### src/rtl/mul_pkg.sv
// Shared definitions for the iterative shift-add multiplier: the control
// FSM state encoding and the widened add/subtract helper used by the
// accumulator datapath. WIDTH up to MUL_MAX_W is supported by the helper.
package mul_pkg;

    typedef enum logic [1:0] {
        IDLE = 2'd0,
        RUN  = 2'd1,
        DONE = 2'd2
    } mul_state_e;

    // Widest operand the add/sub helper can serve; callers zero-pad their
    // WIDTH+1-bit values into this container and slice the result back.
    localparam int MUL_MAX_W = 128;

    // Adds or subtracts two containers; only the caller's low WIDTH+1 bits
    // are meaningful, so wrap-around beyond that width is harmless.
    function automatic logic [MUL_MAX_W:0] mul_add_sub(
        input logic [MUL_MAX_W:0] a,
        input logic [MUL_MAX_W:0] b,
        input logic               sub
    );
        logic [MUL_MAX_W:0] res;
        res = sub ? (a - b) : (a + b);
        return res;
    endfunction

endpackage

### src/rtl/mul_acc_shift.sv
// Accumulator datapath of the shift-add multiplier. Holds the captured
// multiplicand and the 2*WIDTH+1-bit accumulator {carry, hi, lo/multiplier}.
// load captures new operands, step performs one add-then-shift iteration.
// With SIGNED_MUL_EN defined a mode input selects radix-2 Booth recoding
// with an arithmetic shift; otherwise only the unsigned path is built.
module mul_acc_shift
    import mul_pkg::*;
#(
    parameter int WIDTH = 32
) (
    input  logic                 clk,
    input  logic                 reset,
    input  logic                 load,
    input  logic                 step,
`ifdef SIGNED_MUL_EN
    input  logic                 mode,
`endif
    input  logic [WIDTH-1:0]     multiplicand,
    input  logic [WIDTH-1:0]     multiplier,
    output logic [2*WIDTH-1:0]   acc_next
);

    logic [WIDTH-1:0]     mcand_q, mcand_d;
    logic [2*WIDTH:0]     acc_q, acc_d;
    logic [WIDTH:0]       hi_ext;
    logic [WIDTH:0]       mcand_ext;
    logic [WIDTH:0]       part;
    logic [MUL_MAX_W:0]   a_wide, b_wide, sum_wide;
    logic [2*WIDTH:0]     step_acc;
    logic                 do_op, do_sub, shift_in;
    logic                 unused_sum_hi;
`ifdef SIGNED_MUL_EN
    logic                 q_m1_q, q_m1_d;
    logic                 signed_q, signed_d;
`endif

    // Upper container bits of the widened sum carry no information.
    assign unused_sum_hi = |sum_wide[MUL_MAX_W:WIDTH+1];

    // One iteration: optional add/sub into the upper half, then a 1-bit right shift.
    always_comb begin
        hi_ext    = acc_q[2*WIDTH:WIDTH];
        mcand_ext = {1'b0, mcand_q};
        do_op     = acc_q[0];
        do_sub    = 1'b0;
        shift_in  = 1'b0;
`ifdef SIGNED_MUL_EN
        if (signed_q) begin
            mcand_ext = {mcand_q[WIDTH-1], mcand_q};
            do_op     = acc_q[0] ^ q_m1_q;
            do_sub    = acc_q[0] & ~q_m1_q;
        end
`endif
        a_wide              = '0;
        a_wide[WIDTH:0]     = hi_ext;
        b_wide              = '0;
        b_wide[WIDTH:0]     = mcand_ext;
        sum_wide            = mul_add_sub(a_wide, b_wide, do_sub);
        part                = do_op ? sum_wide[WIDTH:0] : hi_ext;
`ifdef SIGNED_MUL_EN
        if (signed_q) begin
            shift_in = part[WIDTH];
        end
`endif
        step_acc = {shift_in, part, acc_q[WIDTH-1:1]};
        acc_next = step_acc[2*WIDTH-1:0];
    end

    // Next-state selection for the operand and accumulator registers.
    always_comb begin
        mcand_d = mcand_q;
        acc_d   = acc_q;
`ifdef SIGNED_MUL_EN
        q_m1_d   = q_m1_q;
        signed_d = signed_q;
`endif
        if (load) begin
            mcand_d = multiplicand;
            acc_d   = {{(WIDTH+1){1'b0}}, multiplier};
`ifdef SIGNED_MUL_EN
            q_m1_d   = 1'b0;
            signed_d = mode;
`endif
        end else if (step) begin
            acc_d = step_acc;
`ifdef SIGNED_MUL_EN
            q_m1_d = acc_q[0];
`endif
        end
    end

    // Datapath registers, cleared by the asynchronous reset.
    always_ff @(posedge clk or posedge reset) begin
        if (reset) begin
            mcand_q <= '0;
            acc_q   <= '0;
`ifdef SIGNED_MUL_EN
            q_m1_q   <= 1'b0;
            signed_q <= 1'b0;
`endif
        end else begin
            mcand_q <= mcand_d;
            acc_q   <= acc_d;
`ifdef SIGNED_MUL_EN
            q_m1_q   <= q_m1_d;
            signed_q <= signed_d;
`endif
        end
    end

endmodule

### src/rtl/seq_shift_add_mul.sv
// Multi-cycle MUL unit: iterative shift-add multiplier with a start/busy/done
// handshake. The FSM, iteration counter, product register and handshake live
// here; the add/shift datapath is in mul_acc_shift.
// Optional feature macro: SIGNED_MUL_EN (Booth signed path via signed_mode).
module seq_shift_add_mul
    import mul_pkg::*;
#(
    parameter int WIDTH = 32,
    parameter int CNT_W = $clog2(WIDTH + 1)
) (
    input  logic                 clk,
    input  logic                 reset,
    input  logic                 start,
    input  logic [WIDTH-1:0]     multiplicand,
    input  logic [WIDTH-1:0]     multiplier,
    input  logic                 signed_mode,
    output logic                 busy,
    output logic                 done,
    output logic [2*WIDTH-1:0]   product
);

    localparam logic [CNT_W-1:0] LAST_CNT = CNT_W'(WIDTH - 1);

    mul_state_e           state_q, state_d;
    logic [CNT_W-1:0]     count_q, count_d;
    logic [2*WIDTH-1:0]   product_q, product_d;
    logic                 busy_q, busy_d;
    logic                 done_q, done_d;
    logic                 accept;
    logic                 last;
    logic [2*WIDTH-1:0]   acc_next;

    mul_acc_shift #(
        .WIDTH(WIDTH)
    ) u_acc (
        .clk          (clk),
        .reset        (reset),
        .load         (accept),
        .step         (state_q == RUN),
`ifdef SIGNED_MUL_EN
        .mode         (signed_mode),
`endif
        .multiplicand (multiplicand),
        .multiplier   (multiplier),
        .acc_next     (acc_next)
    );

`ifndef SIGNED_MUL_EN
    // Without the signed datapath the mode pin has no effect on behaviour.
    logic unused_signed_mode;
    assign unused_signed_mode = signed_mode;
`endif

    // Control FSM: accept start in IDLE/DONE, count WIDTH iterations, latch product.
    always_comb begin
        state_d   = state_q;
        count_d   = count_q;
        product_d = product_q;
        accept    = 1'b0;
        last      = (count_q == LAST_CNT);
        case (state_q)
            IDLE: begin
                if (start) begin
                    accept  = 1'b1;
                    state_d = RUN;
                end
            end
            RUN: begin
                count_d = count_q + 1'b1;
                if (last) begin
                    state_d   = DONE;
                    product_d = acc_next;
                end
            end
            DONE: begin
                if (start) begin
                    accept  = 1'b1;
                    state_d = RUN;
                end else begin
                    state_d = IDLE;
                end
            end
            default: state_d = IDLE;
        endcase
        if (accept) begin
            count_d = '0;
        end
        busy_d = (state_d == RUN);
        done_d = (state_d == DONE);
    end

    // State, counter and registered handshake outputs.
    always_ff @(posedge clk or posedge reset) begin
        if (reset) begin
            state_q   <= IDLE;
            count_q   <= '0;
            product_q <= '0;
            busy_q    <= 1'b0;
            done_q    <= 1'b0;
        end else begin
            state_q   <= state_d;
            count_q   <= count_d;
            product_q <= product_d;
            busy_q    <= busy_d;
            done_q    <= done_d;
        end
    end

    assign busy    = busy_q;
    assign done    = done_q;
    assign product = product_q;

endmodule

### config.mk
export PLATFORM = sky130hd
export DESIGN_NAME = seq_shift_add_mul
export DESIGN_NICKNAME = d
export VERILOG_FILES = /design/src/rtl/mul_pkg.sv /design/src/rtl/mul_acc_shift.sv /design/src/rtl/seq_shift_add_mul.sv
export SDC_FILE = /design/constraint.sdc
export NUM_CORES = 1
export LEC_CHECK = 0
export BUFFER_PORTS_ARGS = -buffer_cell sky130_fd_sc_hd__buf_4
export CAP_MARGIN = 20
export CORE_MARGIN = 1
export CORE_UTILIZATION = 52
export DETAILED_ROUTE_END_ITERATION = 10
export PLACE_DENSITY = 0.85
export SYNTH_ARGS = -nofsm -noshare
export SYNTH_HDL_FRONTEND = slang
export SYNTH_SLANG_ARGS = --single-unit
### constraint.sdc
create_clock -name clk -period 5.35 [get_ports clk]
set_input_delay 1.07 -clock clk [delete_from_list [all_inputs] [get_ports clk]]
set_output_delay 1.07 -clock clk [all_outputs]
set_load 0.02 [all_outputs]
# [After elaboration in Yosys (flattened, before gate mapping)]
# Index checks and enable logic that the tools add are counted.
[word_totals] reg_bits=171 in_bits=68 output_inout_bits=66 elab_cells=29
[op_classes] addsub=2 n_eq_ne=5 mux=11 reduce_logical=4
[ops] cell="65-bit 2-to-1 mux" n=2
[ops] cell="33-bit by 32-bit adder with 33-bit output" n=1
[ops] cell="33-bit 2-to-1 mux" n=1
[ops] cell="6-bit 2-to-1 mux" n=2
[ops] cell="6-bit by 1-bit adder with 6-bit output (second input constant)" n=1
[ops] cell="6-bit by 5-bit == test with 1-bit output (second input constant)" n=1
[ops] cell="2-bit one-hot mux with 3 select lines" n=1
[ops] cell="2-bit by 1-bit == test with 1-bit output (second input constant)" n=2
[ops] cell="2-bit == test (second input constant)" n=2
[ops] cell="2-bit 2-to-1 mux" n=2
[ops] cell="1-bit 2-to-1 mux" n=3
[ops] cell="2-bit logical NOT" n=1
[ops] cell="2-bit AND reduction" n=1
[ops] cell="2-bit nonzero test" n=1
[ops] cell="2-bit OR reduction" n=1

# [Longest topological paths before layout]
# Gate-level depths: netlist of run 1.
[logic_depth] word_depth=4 ltp_mapped=11 ltp_nobuf=11

# [By module]
# From an unflattened synthesis of run 1, not the netlist that was laid out.
[hier_totals] cells_unflattened=851 hier_area_um2=9504.1
[by_module_without_submodules] mod="mul_acc_shift" instances=1 cells_each=676 area_each_um2=6427.4 seq_area_each_um2=2402.3
[by_module_without_submodules] mod="seq_shift_add_mul" instances=1 cells_each=175 area_each_um2=3076.7 seq_area_each_um2=1851.8

# [Worst setup path before layout of run 1]
# No wires, ideal clock.
[synth_timing] path_type="flip-flop to flip-flop" start="register u_acc.acc_q[32]" end="register product_q[61], in the netlist product[61]" setup_ns=0.129 arrival_ns=2.588 t_required_ns=5.221 path_slack_ns=2.633 stages_incl_launch_ff=12 path_buffers=0 period_less_slack_ns=2.717 path_cell_list="dfrtp_1 -> ha_1 -> fa_1 -> a21o_1 -> a221oi_1 -> nor4_1 -> o21ai_1 -> a31oi_2 -> a31o_2 -> xor2_1 -> mux2i_1 -> o21ai_1"
[synth_between] elab_chain_len=2
[synth_rtl] item="from (decl)" line="mul_acc_shift.sv:24" source="logic [2*WIDTH:0] acc_q, acc_d;"
[synth_rtl] item="from (signal assigned)" line="mul_acc_shift.sv:96" source="acc_q <= '0;"
[synth_rtl] item="from (signal assigned)" line="mul_acc_shift.sv:103" source="acc_q <= acc_d;"
[synth_rtl] item="33-bit by 32-bit adder with 33-bit output" line="mul_pkg.sv:24" source="res = sub ? (a - b) : (a + b);"
[synth_rtl] item="33-bit 2-to-1 mux" line="mul_acc_shift.sv:59" source="part = do_op ? sum_wide[WIDTH:0] : hi_ext;"
[synth_rtl] item="to (signal assigned)" line="seq_shift_add_mul.sv:103" source="product_q <= product_d;"
[synth_rtl] item="to (decl)" line="seq_shift_add_mul.sv:26" source="logic [2*WIDTH-1:0] product_q, product_d;"
# Every way passes these cells.
# A chain may end at the register's enable or synchronous reset.

# [Worst setup path in the final report of run 1]
# Same ends and word-level chain as after synthesis.

==> reports/metrics.cfg, run 1 <==
[sta]
fmax_ghz=0.313
skew_ns=0.0132
worstMarginPinSlew_ns=1.05
hold_violations=0
slew-limit-headroom_pct=29.9
min_period_ns=3.20
grt_setup_unrepaired=false
report.final.slew_viol_count=0
finalSetupTns_ns=0
post-route-period-util_pct=59.8
hold-worst-slack_ns=0.476
setup_viol=0

[clock_network]
cts_buffer_depth=2
cts_root_buffer=clkbuf_16
clk_latency_ns=0.43
cts_hold_buffers=0
htree_levels=4
cts_setup_buffers=0
cts_tree=yes
cts_resized=0
cts_sinks=170
path_clk_slew_ns=0.07
numCtsBuffers=17

[routing]
viasPerCell=5.47
detail-route-antenna-nets=0
drc_errors=0
dr_total_vias=6919
routed_wl_um=19900
drt-initial-drc-count=478
firstDrtPassIters=5
wl_per_cell_um=15.7

[finish]
multi_input_area_um2=3950
final_net_count=1137
regArea_um2=4260
syn_to_final_growth_pct=19.5
design_area_um2=10100
n_antenna_cell=0
drive_gt1_share_pct=18.2
final_util_pct=63.9
fillCellCount=1330

[grt]
overflow=0
antenna_found_initial=0
grt_pass1_wl_um=33400
grt_max_degree=135
grt_pass1_vias=6967
grtUsageTotal_pct=25.3

[worst_setup_path]
critPathLaunchType=register
critical_path_peak_fanout=4
worst_setup_path_end_kind=register
critPathKind=reg2reg
worstPathArrival_ns=3.48
required_ns=5.63

[placement]
dpl_cell_area_um2=9560
io_buffers=132
dpl.hpwl_um=13200
gp_congestion=0.891

[floorplan]
die_area_um2=16800
die_x_um=130
start_util_pct=53.4
ioPinCount=134
fp-row-count=46
die_h_um=130
core_area_um2=15900

[yosys]
synth_top_area_cell=dfrtp_1
synth_edf_count=0
yosysUniqueCellTypes=60
ys_warn_count=0
synth.top_cell.area_share_pct=50.1
syn_area_per_cell_um2=9.11
synth_area_um2=8490
synth_nets=1034
yosysMostFrequentCell=nand2_1
async_flop_share_pct=100
ys_top_cells_by_count=nand2_1 (328), dfrtp_1 (170), o21ai_0 (65)
synth_ff_type=dfrtp_1
ys_seq_elements=170
yosysSeqAreaShare_pct=50.1
syn_inst=932
yosys-top-cells-area=dfrtp_1 (50%), nand2_1 (15%), ha_1 (4.9%), o21ai_0 (3.8%), mux2i_1 (3.2%)

[power_and_ir_drop]
p_sw_uw=3130
combPwrFrac_pct=51.2
p_sw_share_pct=43.5
p_leak_uw=0.00520
p_int_uw=4080
ir_worst_vdd_mv=0.319
power_density_nw_per_um2=711
seqPwrFrac_pct=32.1
power.total_uw=7210
clockPowerShare_pct=16.7

[min_path]
hold_class=reg2reg

[run]
cap_violations=0

[run_status]
status=finished clean

logic make-up (layout without fill, tap and decap cells):
logic type / Yosys count / in the layout / synth area share, %
compound gates: 203 / 203 / 15.4
mux: 27 / 27 / 3.18
buf+inv: 63 / 179 / 3.66
flops: 170 / 170 / 50.1
xor+xnor: 30 / 30 / 3.10
fa+ha+maj: 34 / 34 / 5.10
simple gates: 405 / 405 / 19.5
power groups by stage:
| stage | Combinational (uW) | Sequential [uW] | Clock [uW] |
|---|---|---|---|
| after CTS | 3700 | 2310 | 1220 |
| after global routing | 4110 | 2380 | 1280 |
| after floorplan | 2600 | 2440 | 0 |
| after detailed placement | 3670 | 2310 | 0 |
| final | 3690 | 2310 | 1210 |
| after global placement | 3530 | 2290 | 0 |
cell usage in the layout, fill, tap and decap left out, types with 13 or more instances in the layout:
master,n
nor2_1,25
clkbuf_16,17
o21ai_0,65
a22oi_1,32
xor2_1,13
nand3_1,14
mux2i_1,27
buf_4,138
ha_1,33
dfrtp_1,169
a21oi_1,34
nand2_1,327
a21o_1,22
xnor2_1,17
final cells by class:
class / instances / share of cell area [%]
clock buffers: 19 / 4.37
flip-flops and latches: 170 / 41.9
clock inverters: 13 / 1.36
multi-input cells: 699 / 38.9
well taps: 216 / 2.66
inverters: 8 / 0.333
repair buffers: 139 / 10.4
layer usage:
metal | wire length (um) | GRT usage, %
met1 | 8660 | 32.6
met2 | 9450 | 40.7
met3 | 1440 | 7.79
met4 | 323 | 8.69
met5 | 0 | 0
critical path, stage by stage (launching register included):
cell and delay (ns):
dfrtp_1 0.41, ha_1 0.24, fa_1 0.42, a21o_1 0.21
a221oi_1 0.48, nor4_1 0.16, o21ai_1 0.24, a31oi_2 0.19
a31o_2 0.28, xor2_1 0.14, mux2i_1 0.19, o21ai_1 0.09
worst paths after layout:
path                                              from                     endpoint  slack (ns)  depth (start not counted)
max                        u_acc.acc_q[32]$_DFFE_PP0P_      product[61]$_DFFE_PP0P_        2.15                         11
min                             product[5]$_DFFE_PP0P_       product[5]$_DFFE_PP0P_        0.48                          2
max reg2reg                u_acc.acc_q[32]$_DFFE_PP0P_      product[61]$_DFFE_PP0P_        2.15                         11
min reg2reg                     product[5]$_DFFE_PP0P_       product[5]$_DFFE_PP0P_        0.48                          2
max in group asynchronous                        reset  u_acc.acc_q[57]$_DFFE_PP0P_        3.43                          3
min in group asynchronous                        reset      product[21]$_DFFE_PP0P_        0.79                          2
registers in the layout (all words and copies together) (netlist names):
signal	count
product	64
done	1
busy	1
count_q	6
state_q	2
u_acc.mcand_q	32
u_acc.acc_q	64
per-stage QoR:
| step | setup WS, ns | std cells |
|---|---|---|
| 6_report | 2.15 | 1264 |
| 3_3_place_gp | 2.26 | 1232 |
| 4_1_cts | 2.16 | 1264 |
| 2_1_floorplan | 2.11 | 932 |
| 5_1_grt | 2.01 | 1264 |
| 3_5_place_dp | 2.21 | 1232 |
(Power assumes the default switching activity.)
==> run 2, diff against run 1 <==
Settings changed: CORE_UTILIZATION 52 to 57, PLACE_DENSITY 0.85 to 0.88.
Clock period 5.35 ns to 3.1 ns, I/O delays scaled along.
==> run 2 against run 1 <==
Against the previous run:
- worst setup slack worse by 2.0 ns
- final area grew 1.0%
- critical path depth down 1
- worst hold slack got worse by 0.11 ns
- clock-buffer cell count unchanged
- via count rose by 1.5%
- combinational power up 76%
- critical path type unchanged
- largest cell class unchanged
- highest routed layer unchanged
==> reports/metrics.cfg, run 2 (same netlist as run 1, synthesis figures left out) <==
[finish]
final_cell_mix=nand2_1 (327), dfrtp_1 (169), buf_4 (141)
regArea_um2=4260
final_util_pct=70.5
final_cells=1237
drive_gt1_share_pct=18.9
multi_input_area_um2=3980
fillCellCount=1132
syn_to_final_growth_pct=20.7
final_net_count=1142
final_common_cell=nand2_1
n_antenna_cell=0

[floorplan]
die_area_um2=15400
die_h_um=124
fp-row-count=44
die_x_um=124
start_util_pct=58.4
ioPinCount=134
core_area_um2=14500

[routing]
drt-initial-drc-count=547
dr_total_vias=7026
routed_wl_um=20200
wl_per_cell_um=16.3
firstDrtPassIters=5
drc_errors=0
detail-route-antenna-nets=0
viasPerCell=5.68

[worst_setup_path]
r2r-end=product[56]$_DFFE_PP0P_
r2r_start=u_acc.acc_q[47]$_DFFE_PP0P_
crit_family=compound AO/OA/AOI/OAI gates
crit_slowest_cell=dfrtp_1
worst_setup_path_end_kind=register
critPathLaunchType=register
critical_path_peak_fanout=5
reg2reg_setup_slack_ns=0.17
required_ns=3.39
critPathKind=reg2reg
worst-path-buf-inv=0
worstPathArrival_ns=3.21
cpPeakStageDelay_ns=0.41
crit_chain=ha_1, and3_4, nand4_4, or3_1, a311oi_2, o2111ai_1, a21oi_2, xor2_1, mux2i_1, o21ai_1
reg2reg_depth=10

[sta]
skew_ns=0.00981
worstMarginPinSlew_ns=0.919
report.final.slew_viol_count=0
hold_violations=0
post-route-period-util_pct=94.5
min_period_ns=2.93
fmax_ghz=0.342
slew-limit-headroom_pct=38.7
setup_viol=0
finalSetupTns_ns=0
grt_setup_unrepaired=true

[run]
cap_violations=0

[clock_network]
numCtsBuffers=17
cts_hold_buffers=0
path_clk_slew_ns=0.07
cts_sinks=170
cts_tree=yes
cts_buffer_depth=2
htree_levels=4
clk_latency_ns=0.44
cts_root_buffer=clkbuf_16

[grt]
grt_pass1_wl_um=33500
overflow=0
grtUsageTotal_pct=28.4
grt_pass1_vias=7031
grt_max_degree=171
antenna_found_initial=0

[power_and_ir_drop]
ir_worst_vdd_mv=0.733
p_leak_uw=0.00527
power_density_nw_per_um2=1250

[min_path]
hold_path_startpoint=multiplicand[30]
hold_class=in2reg
holdPathEnd=u_acc.mcand_q[30]$_DFFE_PP0P_
holdPathStages=3

[placement]
io_buffers=132
dpl.hpwl_um=12900
gp_congestion=0.888
dp_cells=1204

[run_status]
status=finished clean

## run 2: worst max path at each step
stage	slack, ns	to	start	cells past startpoint
after CTS	0.09	product[61]$_DFFE_PP0P_	u_acc.acc_q[32]$_DFFE_PP0P_	12
after floorplan	0.31	busy$_DFF_PP0_	reset	1
final	0.17	product[56]$_DFFE_PP0P_	u_acc.acc_q[47]$_DFFE_PP0P_	10
after detailed placement	0.13	product[61]$_DFFE_PP0P_	u_acc.acc_q[32]$_DFFE_PP0P_	12
after global routing	-0.004	product[61]$_DFFE_PP0P_	u_acc.acc_q[32]$_DFFE_PP0P_	12
after global placement	0.20	product[61]$_DFFE_PP0P_	u_acc.acc_q[32]$_DFFE_PP0P_	12
## run 2: what timing repair did
action,in CTS,in global routing
buffers inserted,0,1
resized for setup,0,4
endpoints found under the setup margin,0,8
## run 2: worst min-delay path, delay by kind of cell
kind	cells	cell delay [ns]
buffers and inverters	1	0.08
AND/OR/NAND/NOR	2	0.08
## run 2: area by class of cell
class | instances | share of cell area (%)
Multi-Input combinational cell | 699 | 38.8
Inverter | 8 | 0.330
Tap cell | 184 | 2.25
Clock buffer | 19 | 4.42
Sequential cell | 170 | 41.5
Timing Repair Buffer | 144 | 10.9
Clock inverter | 13 | 1.73
## run 2: where the power goes
group          switching (uW)  total [uW]  internal (uW)
combinational            3760        6490           2730
sequential                795        4050           3250
clock                     932        2260           1330
total                    5490       12800           7310
## run 2: layer usage
layer	up-vias	global-route usage (%)	wire length [um]
met2	223	47.0	9860
met1	3384	35.2	8670
li1	3383	-	-
met4	0	9.90	372
met3	36	8.42	1300
met5	-	0	0
## run 2: metrics by stage
| step | instance area (um^2) | power, uW | hold WS [ns] | setup WS (ns) |
|---|---|---|---|---|
| 6_report | 10200 | 12800 | 0.367 | 0.172 |
| 5_1_grt | 10200 | 13800 | 0.358 | -0.00358 |
| 4_1_cts | 10200 | 12800 | 0.357 | 0.0904 |
| 3_5_place_dp | 9580 | 10400 | 0.463 | 0.134 |
| 3_3_place_gp | 9580 | 10100 | 0.462 | 0.200 |
| 2_1_floorplan | 8490 | 8690 | 0.450 | 0.311 |
